File: config.mk
export PLATFORM = sky130hd
export DESIGN_NAME = div_seq_ctrl
export DESIGN_NICKNAME = d
export VERILOG_FILES = /design/src/rtl/div_pkg.sv /design/src/rtl/div_step.sv /design/src/rtl/div_seq_ctrl.sv
export SDC_FILE = /design/constraint.sdc
export NUM_CORES = 1
export LEC_CHECK = 0
export ABC_AREA = 0
export BUFFER_PORTS_ARGS = -buffer_cell sky130_fd_sc_hd__buf_2
export CORE_UTILIZATION = 35
export CTS_CLUSTER_SIZE = 10
export DETAILED_ROUTE_END_ITERATION = 6
export MAX_ROUTING_LAYER = met4
export SLEW_MARGIN = 20
export SYNTH_ARGS = -nofsm -noshare
export SYNTH_HDL_FRONTEND = slang
export SYNTH_SLANG_ARGS = --single-unit
File: constraint.sdc
create_clock -name clk -period 11.2 [get_ports clk]
set_clock_uncertainty 0.2 [all_clocks]
set_input_delay 0.56 -clock clk [delete_from_list [all_inputs] [get_ports clk]]
set_output_delay 0.56 -clock clk [all_outputs]
set_load 0.01 [all_outputs]
File: src/rtl/div_pkg.sv
// div_pkg: shared types and constants for the sequential non-restoring divider
package div_pkg;

    typedef enum logic [1:0] {
        IDLE,
        ITER,
        FIX
    } state_t;

    localparam int DIV_WIDTH = 32;
    localparam int CNT_W     = $clog2(DIV_WIDTH);

endpackage

File: src/rtl/div_step.sv
// div_step: one combinational non-restoring divide iteration on {A,Q} against M
module div_step
    import div_pkg::*;
#(
    parameter int W = DIV_WIDTH
) (
    input  logic [W:0]   a,
    input  logic [W-1:0] q,
    input  logic [W:0]   m,
    output logic [W:0]   a_next,
    output logic [W-1:0] q_next
);

    logic [W:0] a_sh;

    // shift {A,Q} left, add or subtract M on the old sign of A, new quotient bit is the inverted sign
    always_comb begin
        a_sh   = {a[W-1:0], q[W-1]};
        a_next = a[W] ? a_sh + m : a_sh - m;
        q_next = {q[W-2:0], ~a_next[W]};
    end

endmodule

File: src/rtl/div_seq_ctrl.sv
// div_seq_ctrl: multi-cycle signed divider sequencer producing {remainder, quotient}
// Optional feature: define DIV_ZERO_DETECT_EN to short-circuit zero divisors and raise div_zero.
module div_seq_ctrl
    import div_pkg::*;
#(
    parameter int WIDTH = DIV_WIDTH
) (
    input  logic               clk,
    input  logic               clr,
    input  logic               start,
    input  logic [WIDTH-1:0]   dividend,
    input  logic [WIDTH-1:0]   divisor,
    output logic               busy,
    output logic               done,
    output logic               div_zero,
    output logic [2*WIDTH-1:0] result
);

    localparam int CW = $clog2(WIDTH);
    localparam logic [CW-1:0] LAST = CW'(WIDTH - 1);

    state_t           state, state_n;
    logic [WIDTH:0]   a, a_step;
    logic [WIDTH-1:0] q, q_step, m, a_fix, quo, rem, mag_dd, mag_dv;
    logic [CW-1:0]    cnt;
    logic             sd, sq, accept, fix, zero_div, zero_take;

`ifdef DIV_ZERO_DETECT_EN
    assign zero_div = divisor == '0;
`else
    assign zero_div = 1'b0;
`endif

    assign accept    = state == IDLE && start;
    assign fix       = state == FIX;
    assign zero_take = accept && zero_div;
    assign busy      = state != IDLE;

    div_step #(.W(WIDTH)) u_step (
        .a      (a),
        .q      (q),
        .m      ({1'b0, m}),
        .a_next (a_step),
        .q_next (q_step)
    );

    // operand magnitudes, final restore and sign correction
    always_comb begin
        mag_dd = dividend[WIDTH-1] ? -dividend : dividend;
        mag_dv = divisor[WIDTH-1] ? -divisor : divisor;
        a_fix  = a[WIDTH] ? a[WIDTH-1:0] + m : a[WIDTH-1:0];
        quo    = sq ? -q : q;
        rem    = sd ? -a_fix : a_fix;
    end

    // state register
    always_ff @(posedge clk or posedge clr) begin
        if (clr) state <= IDLE;
        else     state <= state_n;
    end

    // next state: zero divisors with detection enabled never leave IDLE
    always_comb begin
        state_n = state;
        state_n = state == IDLE ? (start && !zero_div ? ITER : IDLE)
                : state == ITER ? (cnt == LAST ? FIX : ITER)
                : IDLE;
    end

    // operand capture on accept, one iteration per ITER cycle
    always_ff @(posedge clk or posedge clr) begin
        if (clr) begin
            a   <= '0;
            q   <= '0;
            m   <= '0;
            sd  <= 1'b0;
            sq  <= 1'b0;
            cnt <= '0;
        end else if (accept) begin
            a   <= '0;
            q   <= mag_dd;
            m   <= mag_dv;
            sd  <= dividend[WIDTH-1];
            sq  <= dividend[WIDTH-1] ^ divisor[WIDTH-1];
            cnt <= '0;
        end else if (state == ITER) begin
            a   <= a_step;
            q   <= q_step;
            cnt <= cnt + 1'b1;
        end
    end

    // result register and single-cycle done pulse
    always_ff @(posedge clk or posedge clr) begin
        if (clr) begin
            done   <= 1'b0;
            result <= '0;
        end else begin
            done <= fix || zero_take;
            if (fix)            result <= {rem, quo};
            else if (zero_take) result <= {dividend, {WIDTH{1'b1}}};
        end
    end

`ifdef DIV_ZERO_DETECT_EN
    // divide-by-zero flag, updated together with the result
    always_ff @(posedge clk or posedge clr) begin
        if (clr)                   div_zero <= 1'b0;
        else if (fix || zero_take) div_zero <= zero_take;
    end
`else
    assign div_zero = 1'b0;
`endif

endmodule

==> results.toml <==
[clock_network]
cts_tree = "done"
holdBufCountCts = 0
root_buffer = "clkbuf_16"
cts_buffer_depth = 2
clkLatencyLatePin_ns = 0.45
htree_levels = 4
clkSlewWorstSetupHoldPaths_ns = 0.08
numCtsBuffers = 17
clock-sinks = 171
post_cts_buffers = 0
ctsResizeCount = 0

[synthesis]
netlist.area_leader.share_pct = 30.78
synth.most_common_cell = "o21ai_0"
yosys.area_share.simple_pct = 20.39
synth_common_cells = "o21ai_0, nand2_1, dfrtp_1, xor2_1, a21oi_1"
seq_area_frac_synth_pct = 30.78
synth_mux_area_share_pct = 1.404
syn_area_per_cell_sq_um = 8.168
syn_inst = 1702
synth_flop_cell = "dfrtp_1"
synth_edf_count = 0
synth_warnings = 0
yosys_register_bits = 171
synth_area_leaders = "dfrtp_1, xor2_1, o21ai_0"
syn_nets = 1842
yosys.area_share.xor_xnor_pct = 10.90
synth_compound_area_share_pct = 25.93
yosys.area_share.adder_pct = 6.678
async_flop_share_pct = 100.0
synth_area_sq_um = 13900
synth_top_family_by_area = "compound AO/OA/AOI/OAI gates"
synth.distinct_cells = 87
synth_largest_area_cell = "dfrtp_1"

[critical_path]
critPathBufInv = 2
slowest_stage = "a2111oi_0"
cp-start-kind = "flip-flop"
cp.depth = 18
critical_path.top_delay_family = "compound AO/OA/AOI/OAI gates"
worstPathMaxFanout = 7
crit_type = "flip-flop to flip-flop"
path_cells = "inv_1 > ha_1 > nor2b_1 > nand3_1 > nor2b_1 > a21oi_1 > xor2_1 > ha_1 > a21o_1 > a21o_1 > a21oi_1 > inv_1 > a2111oi_0 > a21oi_1 > o21ai_0 > a21oi_1 > o31a_1 > a211o_1"
end_kind = "flip-flop"
r2r.worst_path.cells = 18
max_stage_delay_ns = 0.94
cpMostUsedCell = "a21oi_1"
worstPathArrival_ns = 5.13
crit_required_ns = 11.34

[power_and_ir_drop]
power_frac_comb_pct = 68.1
intPower_uw = 2782
p_seq_share_pct = 21.2
switchingPower_uw = 3042
pwr-share-clk_pct = 10.6
total_power_uw = 5824
ir_drop_mv = 0.1320
power_density_nw_per_um2 = 374.3
p_sw_share_pct = 52.23
cellLeakagePower_uw = 0.006870

[die]
start_util_pct = 35.72
die_area_sq_um = 40520
rows = 72
pin_count = 134
core_area_sq_um = 38920
fp.dieW_um = 201.3
die_h_um = 201.3

[detailed_routing]
vias = 12710
viasPerCell = 5.508
first_iter_violations = 808
routed_wirelength_mm = 40.20
wl_per_cell_um = 17.43
drc = 0
ant_nets = 0
drtPass1Iterations = 5

[timing]
rsz0062_at_grt = "false"
setup_tns_ns = 0
finalHoldViolCount = 0
final_max_slew_viol_count = 0
fmax_ghz = 0.2001
period_minus_slack_ns = 4.997
maxSlewHeadroom_pct = 23.64
finalSetupViolCount = 0
worst_pin_slew_ns = 1.117
post-route-period-util_pct = 44.61

[finish]
fillers = 4036
multi_input_area_sq_um = 9109
seq_area_sq_um = 4280
area_growth_pct = 11.92
final_nets = 1913
drive_gt1_share_pct = 11.87
layoutNonFillerInstCount = 2307

[global_route]
grt_overflow = 0
grt_max_degree = 116
grt_usage_pct = 20.73
antenna_found_initial = 3
grt_pass1_wl_mm = 65.86
grt_pass1_vias = 12180

[placement]
placedCellCount = 2272
place_congestion = 0.8967
portBuffers = 132
dp_hpwl_mm = 30.82

[job]
cap_violations = 0

[run_status]
status = "completed"

[worst_hold_path]
hp-class = "input pin to async pin"
## power by group through the flow
| stage | logic (uW) | registers [uW] | clock network, uW |
|---|---|---|---|
| after detailed placement | 3910 | 1240 | 0 |
| after CTS | 3930 | 1230 | 636 |
| final | 3970 | 1240 | 619 |
| after global placement | 3880 | 1230 | 0 |
| after floorplan | 3120 | 1080 | 0 |
| after global routing | 4470 | 1270 | 659 |
## logic make-up (layout without fill, tap and decap cells)
| kind of cell | after synthesis | in the layout |
|---|---|---|
| multiplexers | 19 | 19 |
| buffers and inverters | 135 | 219 |
| flip-flops | 171 | 171 |
| other | 1 | 4 |
| AND/OR/NAND/NOR | 567 | 567 |
| AO/OA/AOI/OAI | 563 | 563 |
| XOR/XNOR | 173 | 173 |
| adder cells (fa/ha/maj) | 73 | 73 |
## state kept, by name, summed over array words and instances, names as in the netlist
signal  count
done        1
sq          1
cnt         5
m          32
state       2
result     64
sd          1
a          33
q          32
## placed cells by master, fill, tap and decap left out, types with 5 or more instances in the layout
cell / synthesis / final
ha_1: 71 / 71
buf_4: 1 / 8
a211o_1: 8 / 8
a21oi_1: 93 / 93
and2_1: 21 / 21
a31oi_1: 10 / 10
nand4b_1: 5 / 5
o211ai_1: 10 / 10
nor4_1: 16 / 16
a211oi_1: 9 / 9
o2111ai_1: 5 / 5
mux2i_1: 15 / 15
a21boi_0: 5 / 5
or4_1: 9 / 9
nand4_1: 25 / 25
o21ai_0: 209 / 209
and3_1: 18 / 18
nor3_1: 44 / 44
nand2_1: 199 / 198
a22oi_1: 35 / 35
nand3b_1: 5 / 5
o31a_1: 5 / 5
clkbuf_16: 0 / 17
o21ai_1: 9 / 9
dfrtp_1: 171 / 170
xnor2_1: 47 / 47
o41ai_1: 18 / 18
a21o_1: 35 / 35
a311o_1: 6 / 6
o21a_1: 16 / 16
nand2b_1: 24 / 22
nor2_1: 87 / 86
buf_2: 11 / 132
nor2b_1: 13 / 12
xor2_1: 126 / 126
o31ai_1: 39 / 39
or3_1: 11 / 11
nand3_1: 63 / 63
inv_1: 44 / 43
## per-stage QoR
step | hold slack, ns | setup slack, ns | instance area, sq um | util (%)
6_report | 0.01092 | 6.203 | 15560 | 39.98
3_5_place_dp | 0.2524 | 6.457 | 14940 | 38.40
2_1_floorplan | 0.2494 | 5.808 | 13900 | -
4_1_cts | 0.02524 | 6.261 | 15550 | 39.95
3_3_place_gp | 0.2528 | 6.485 | 14940 | 38.40
5_1_grt | 0.04596 | 5.952 | 15560 | 39.98
## routing by layer
layer	up-vias	wire length (um)	GRT usage [%]
met3	30	1761	2.656
met4	0	702	5.979
met2	298	16990	29.87
li1	6378	-	-
met1	6000	20750	30.09
met5	-	0	-
## worst paths after layout
check / from / end / slack, ns
worst min register to register: result[38]$_DFFE_PP0P_ / result[38]$_DFFE_PP0P_ / 0.26
min in group clk: divisor[29] / m[29]$_DFFE_PP0P_ / 0.21
max in group asynchronous: clr / a[32]$_DFFE_PP0P_ / 8.95
worst max register to register: m[1]$_DFFE_PP0P_ / a[32]$_DFFE_PP0P_ / 6.20
worst min-delay path: clr / result[20]$_DFFE_PP0P_ / 0.01
worst max-delay path: m[1]$_DFFE_PP0P_ / a[32]$_DFFE_PP0P_ / 6.20
## cell type report
type / count / share of cell area (%)
Clock inverter: 14 / 1.134
Multi-Input combinational cell: 1396 / 58.54
Antenna cell: 3 / 0.04825
Timing Repair Buffer: 141 / 4.704
Sequential cell: 171 / 27.51
Inverter: 46 / 1.142
Clock buffer: 18 / 2.758
Tap cell: 518 / 4.165
(Power assumes the default switching activity.)
